<file path="src/rtl/uart_rx_os16.sv">
// 8N1 UART receiver with 16x oversampling, start-bit validation and stop-bit framing checks.
// Received bytes are offered on a valid/ready output; frame_err and overrun are one-clock pulses.
module uart_rx_os16 #(
  parameter int CLK_HZ     = 100_000_000,
  parameter int BAUD       = 9600,
  parameter int OVERSAMPLE = 16
) (
  input  logic       clk,
  input  logic       rst_n,
  input  logic       data_r,
  output logic [7:0] rx_data,
  output logic       rx_valid,
  input  logic       rx_ready,
  output logic       frame_err,
  output logic       overrun,
  output logic       busy,
  output logic [2:0] dbg_state
);

  localparam int DIV = CLK_HZ / (BAUD * OVERSAMPLE);
  localparam int CW  = (DIV > 1) ? $clog2(DIV) : 1;
  localparam logic [CW-1:0] DIV_LAST = CW'(DIV - 1);

  typedef enum logic [2:0] {
    S_IDLE  = 3'd0,
    S_START = 3'd1,
    S_DATA  = 3'd2,
    S_STOP  = 3'd3,
    S_BREAK = 3'd4
  } state_t;

  logic          r_sync1;
  logic          r_sync2;
  logic [CW-1:0] r_div_cnt;
  state_t        r_state;
  logic [3:0]    r_sc;
  logic [2:0]    r_bi;
  logic [7:0]    r_shreg;
  logic [7:0]    r_rx_data;
  logic          r_rx_valid;
  logic          r_frame_err;
  logic          r_overrun;
  logic          r_busy;

  logic w_rx_s;
  logic w_tick;
  logic w_stop_sample;
  logic w_deliver;
  logic w_accept;

  always_ff @(posedge clk or negedge rst_n) begin
    if (!rst_n) begin
      r_sync1 <= 1'b1;
      r_sync2 <= 1'b1;
    end else begin
      r_sync1 <= data_r;
      r_sync2 <= r_sync1;
    end
  end

  assign w_rx_s = r_sync2;

  always_ff @(posedge clk or negedge rst_n) begin
    if (!rst_n) begin
      r_div_cnt <= '0;
    end else if (r_div_cnt == DIV_LAST) begin
      r_div_cnt <= '0;
    end else begin
      r_div_cnt <= r_div_cnt + CW'(1);
    end
  end

  assign w_tick = (r_div_cnt == DIV_LAST);

  // START checks the line 8 ticks in (about mid start bit); DATA/STOP then sample every 16th tick.
  always_ff @(posedge clk or negedge rst_n) begin
    if (!rst_n) begin
      r_state <= S_IDLE;
      r_sc    <= 4'd0;
      r_bi    <= 3'd0;
      r_shreg <= 8'h00;
      r_busy  <= 1'b0;
    end else if (w_tick) begin
      case (r_state)
        S_IDLE: begin
          if (!w_rx_s) begin
            r_state <= S_START;
            r_sc    <= 4'd0;
            r_busy  <= 1'b1;
          end
        end
        S_START: begin
          if (r_sc == 4'd7) begin
            r_sc <= 4'd0;
            if (!w_rx_s) begin
              r_state <= S_DATA;
              r_bi    <= 3'd0;
            end else begin
              r_state <= S_IDLE;
              r_busy  <= 1'b0;
            end
          end else begin
            r_sc <= r_sc + 4'd1;
          end
        end
        S_DATA: begin
          if (r_sc == 4'd15) begin
            r_sc          <= 4'd0;
            r_shreg[r_bi] <= w_rx_s;
            if (r_bi == 3'd7) begin
              r_state <= S_STOP;
            end else begin
              r_bi <= r_bi + 3'd1;
            end
          end else begin
            r_sc <= r_sc + 4'd1;
          end
        end
        S_STOP: begin
          if (r_sc == 4'd15) begin
            r_sc <= 4'd0;
            if (w_rx_s) begin
              r_state <= S_IDLE;
              r_busy  <= 1'b0;
            end else begin
              r_state <= S_BREAK;
            end
          end else begin
            r_sc <= r_sc + 4'd1;
          end
        end
        S_BREAK: begin
          if (w_rx_s) begin
            r_state <= S_IDLE;
            r_busy  <= 1'b0;
          end
        end
        default: begin
          r_state <= S_IDLE;
          r_busy  <= 1'b0;
        end
      endcase
    end
  end

  assign w_stop_sample = w_tick && (r_state == S_STOP) && (r_sc == 4'd15);
  assign w_deliver     = w_stop_sample && w_rx_s;
  assign w_accept      = r_rx_valid && rx_ready;

  // Handshake: rx_data is held stable while rx_valid=1; a transfer happens on any clk edge
  // with rx_valid&rx_ready. A byte arriving while the slot is full and not accepted is dropped.
  always_ff @(posedge clk or negedge rst_n) begin
    if (!rst_n) begin
      r_rx_data   <= 8'h00;
      r_rx_valid  <= 1'b0;
      r_frame_err <= 1'b0;
      r_overrun   <= 1'b0;
    end else begin
      r_frame_err <= w_stop_sample && !w_rx_s;
      r_overrun   <= 1'b0;
      if (w_deliver) begin
        if (!r_rx_valid || w_accept) begin
          r_rx_data  <= r_shreg;
          r_rx_valid <= 1'b1;
        end else begin
          r_overrun <= 1'b1;
        end
      end else if (w_accept) begin
        r_rx_valid <= 1'b0;
      end
    end
  end

  assign rx_data   = r_rx_data;
  assign rx_valid  = r_rx_valid;
  assign frame_err = r_frame_err;
  assign overrun   = r_overrun;
  assign busy      = r_busy;
  assign dbg_state = r_state;

endmodule

</file>
<file path="config.mk">
export PLATFORM = sky130hd
export DESIGN_NAME = uart_rx_os16
export DESIGN_NICKNAME = d
export VERILOG_FILES = /design/src/rtl/uart_rx_os16.sv
export SDC_FILE = /design/constraint.sdc
export NUM_CORES = 1
export LEC_CHECK = 0
export ABC_AREA = 1
export ABC_CLOCK_PERIOD_IN_PS = 4350
export CAP_MARGIN = 20
export CORE_MARGIN = 4
export CORE_UTILIZATION = 60
export CTS_CLUSTER_DIAMETER = 30
export DETAILED_ROUTE_END_ITERATION = 7
export GPL_TIMING_DRIVEN = 0
export PLACE_DENSITY = 0.82
export SYNTH_ARGS = -nofsm -noshare
export SYNTH_HDL_FRONTEND = slang
export SYNTH_SLANG_ARGS = --single-unit
</file>
<file path="constraint.sdc">
create_clock -name clk -period 4.35 [get_ports clk]
set_input_delay 0.435 -clock clk [delete_from_list [all_inputs] [get_ports clk]]
set_output_delay 0.435 -clock clk [all_outputs]
set_load 0.1 [all_outputs]
</file>
# Word level (Yosys, flattened, before mapping)
# Cells that the tools add are included.
# op_classes
addsub,3
multipliers,0
div_mod_pow,0
magnitude_cmp,2
n_eq_ne,17
shift,0
n_mux,32
bitwise,1
reduce_logical,21
# ops
operator,count
two-way mux 3 bit,11
inequality test 2 bit (second input constant),8
case mux 3 bit (5 select lines),1
two-way mux 4 bit,3
case mux 4 bit (3 select lines),1
adder 10 x 1 -> 10 bit (second input constant),1
equality test 10 bit (second input constant),1
two-way mux 1 bit,10
two-way mux 10 bit,1
bitwise mux 8 bit,1
AND reduction 7 bit,1
equality test 3 x 2 -> 1 bit (second input constant),2
equality test 3 bit (second input constant),2
logical AND 1 bit,6
case mux 3 bit (2 select lines),1
AND reduction 3 bit,2
AND reduction 6 bit,1
case mux 1 bit (5 select lines),1
AND reduction 5 bit,1
adder 4 x 1 -> 4 bit (second input constant),1
equality test 4 x 3 -> 1 bit (second input constant),1
equality test 4 bit (second input constant),1
< comparator 3 x 4 -> 1 bit (second input constant),1
AND reduction 2 bit,2
other kinds (13),15
# word_totals
register_bits,42
latchBits,0
ramBits,0
mem_bits_ro,0
out_inout_bits,15
wordCells,88
n_memories,0

# Longest topological paths before layout
# depth
depth_word,6
ltp_mapped,11
mapped_depth_nobuf,10

# Worst setup path before layout
# No wires, ideal clock.
# synth_timing
path_kind,reg2reg
startpoint,"reg r_state[1], in the netlist dbg_state[1]"
endpoint,"reg r_state[2], in the netlist dbg_state[2]"
arrival_ns,1.855
path_slack_ns,2.372
stages_incl_launch_ff,11
period_less_slack_ns,1.978
path_cell_list,dfrtp_1 buf_6 inv_1 nand2_1 nor2_1 nand2_1 nand2_1 nor2_4 nand2_1 nand2_1 nand2_1
# synth_between
elab_chain_cells,3
word_cells_on_any_way,13
cone_classes,10 x eq/ne; 1 x mux; 2 x reduce/logical
# synth_lines
item,line_no,rtl
"start, declared",35,state_t r_state;
"start signal, assigned",78,r_state <= S_IDLE;
"start signal, assigned",87,r_state <= S_START;
"start signal, assigned",96,r_state <= S_DATA;
equality test 3 x 2 -> 1 bit (tied with other cells),84,case (r_state)
inequality test 2 bit (no source line),-,
AND reduction 7 bit (no source line),-,
# Parallel ways exist; a longest one is shown, timed or not.
# A chain may end at the register's enable or synchronous reset.

# Final worst setup path
# layout_timing
startpoint,"reg r_state[2], in the netlist dbg_state[2]"
endpoint,out dbg_state[2]
# layout_lines
item,line_no,rtl
"end, declared",17,output logic [2:0] dbg_state
# No word-level cell between the ends.

==> key figures <==
Logic synthesis
  • Synth top area cells: dfrtp_1 43%, nand2_1 15%, nand3_1 7.5%
  • Synth area leader: dfrtp_1
  • Synthesized area per cell: 7.760 um^2
  • Synth Register Bits: 42
  • Async SR Flop Fraction: 100.0%
  • Mapped Area: 2343 um^2
  • Synth Instances: 302
  • Yosys warning count: 0
  • Synth unique cells: 27
  • Post-synth EDFFs: 0
  • Syn nets: 311
  • Yosys top cell area share: 42.71%
  • Sequential cell area fraction in the yosys report: 44.95%
  • Synth Flop Type: dfrtp_1

Layout
  • Antenna cells: 0
  • Most frequent cells in the layout: 95 x nand2_1, 40 x dfrtp_1, 35 x inv_1, 35 x nand3_1, 31 x nor2_1
  • Layout area overhead: 14.09%
  • Layout cells sized above 1: 12.50%
  • Final nets: 336
  • Commonest non-fill, non-tap cell in the layout: nand2_1
  • Utilization after layout: 71.95%

Global route
  • First-pass GRT wire length: 7.886 mm
  • Largest net degree at the start of global routing: 43
  • Met3 global-route usage: 3.885%
  • Congestion Overflow GR: 0
  • Busiest grt layer: met2
  • GR Util All Layers: 19.51%
  • Vias in the first global route: 1817
  • GRT met1 Usage: 25.83%
  • Met2 GRT Util: 31.50%
  • Initial antenna violation count: 0

STA
  • Final Setup Violations: 0
  • Final WS setup: 1.938 ns
  • RSZ-0062 raised after global routing: false
  • Clock skew: 0.01043 ns
  • Fin. max-slew vios: 0
  • Fin. Hold Viols: 0
  • F_max: 414.6 MHz
  • Period Utilization, post-route: 55.45%
  • Slew @ Worst Pin: 0.9746 ns
  • Fin crit period: 2.412 ns
  • Setup TNS: 0 ns
  • Slew margin rel.: 34.83%

Detailed routing
  • Via count: 1913
  • Wirelength, routed: 4.320 mm
  • Drt via density: 5.088
  • DRC violations left: 0
  • Pre-Repair DR Iteration Count: 4
  • Initial DRC count: 99
  • WL/cell: 11.49 um
  • Routed Antenna Nets: 0

Worst setup path
  • Buffers & Inverters on Critical Path: 1
  • Max FO, Critical Path: 8
  • Crit start category: register
  • Setup CP Type: register to output port
  • Endpoint class of the critical path: output port
  • CP peak stage delay: 1.19 ns
  • Slowest cell on crit path: clkdlybuf4s50_1
  • CP arrival: 1.98 ns
  • Worst Path Required: 3.91 ns
  • Family with the most delay on the worst path: buffers and inverters
  • Worst-path cell chain: clkdlybuf4s50_1

Outcome
  • Outcome: completed

Floorplan
  • Die Y-Extent: 70.50 um
  • Rows: 22
  • Core footprint: 3716 um^2
  • Die X: 70.50 um
  • Die area: 4970 um^2
  • Initial core utilization: 63.06%
  • I/O pin count: 19

Place
  • PortBufs: 18
  • GPL Wtd Cong: 0.8329
  • Setup WS pre-CTS: 2.257 ns
  • Hpwl dp: 3.194 mm

Clocking
  • Hold_buf cts: 0
  • CTS tree: yes
  • Clk pin slew, worst setup/hold paths: 0.08 ns
  • Post-CTS Setup Repair Bufs: 0
  • TritonCTS Buffers: 5
  • Clock latency on the worst-skew pair: 0.29 ns
  • H-tree Lvls: 2
  • CTS root buf: clkbuf_8
  • Sink Count: 42
  • Clk buf depth: 2
  • CTS resizes: 0

Pwr
  • PD cells: 247.7 nW/um^2
  • Leakage: 0.001424 uW
  • Worst vdd ir: 188.1 uV

Flow run
  • Max-cap viol count: 0

Min path
  • HP Class: input pin to asynchronous set/reset pin
metal layers:
metal	routed length, um	part of all wire, %
met1	2137	49
met2	1970	46
met3	152	3.5
met5	0	0
met4	60	1.4
stage by stage:
stage / hold WS [ns] / std cells / instance area [um^2] / power [uW]
floorplan: 0.1394 / 302 / 2344 / 403.1
global placement: 0.3474 / 368 / 2584 / 414.2
detailed placement: 0.3488 / 368 / 2579 / 414.0
CTS: 0.2983 / 376 / 2674 / 669.6
global route: 0.3427 / 376 / 2674 / 689.0
finish: 0.2568 / 376 / 2674 / 662.4
sequential cells by signal (all words and copies together), names as in the netlist:
register	cells
r_sync1	1
frame_err	1
rx_valid	1
dbg_state	3
r_div_cnt	10
r_bi	3
r_sync2	1
r_sc	4
overrun	1
busy	1
r_shreg	8
rx_data	8
where the power goes:
group          internal [uW]  switching [uW]  total [uW]  leakage, uW
Combinational           2.67            10.9        13.6     0.000811
Sequential               392           0.221         392     0.000566
Clock                    127             129         257    0.0000472
Total                    522             140         662      0.00142
cell usage after synthesis (4+ instances only):
cell      n
nand4_1   7
nor3_1    7
dfrtp_1  40
nor2_1   31
ha_1      5
nand2_1  95
nor2_2    4
inv_1    35
inv_2     6
nor2_4    7
o21ai_0   6
nand3_1  35
layout make-up:
cell class	instances	area, um^2
Clock inverter	2	12.51
Sequential cell	42	1054
Tap cell	48	60.06
Clock buffer	6	82.58
Multi-Input combinational cell	214	1094
Inverter	41	153.9
Buffer	5	42.54
Timing Repair Buffer	18	175.2
Fill cell	308	1042
final timing paths:
check	start	to	slack, ns	depth (start not counted)
max	dbg_state[2]$_DFFE_PN0P_	dbg_state[2]	1.94	1
min	rst_n	r_div_cnt[3]$_DFF_PN0_	0.26	1
max reg2reg	r_div_cnt[0]$_DFF_PN0_	dbg_state[2]$_DFFE_PN0P_	2.64	9
min reg2reg	r_sync1$_DFF_PN1_	r_sync2$_DFF_PN1_	0.36	0
max in group asynchronous	rst_n	r_div_cnt[8]$_DFF_PN0_	3.51	1
min in group clk	r_sync1$_DFF_PN1_	r_sync2$_DFF_PN1_	0.36	0
cell families after synthesis:
group / Yosys count / share of synthesized area (%)
AND/OR/NAND/NOR: 196 / 40.52
flip-flops: 42 / 44.95
adder cells (fa/ha/maj): 5 / 2.670
AO/OA/AOI/OAI: 10 / 2.349
buffers and inverters: 46 / 8.382
XOR/XNOR: 3 / 1.121
Note: power is estimated with default switching activity, not from simulation.
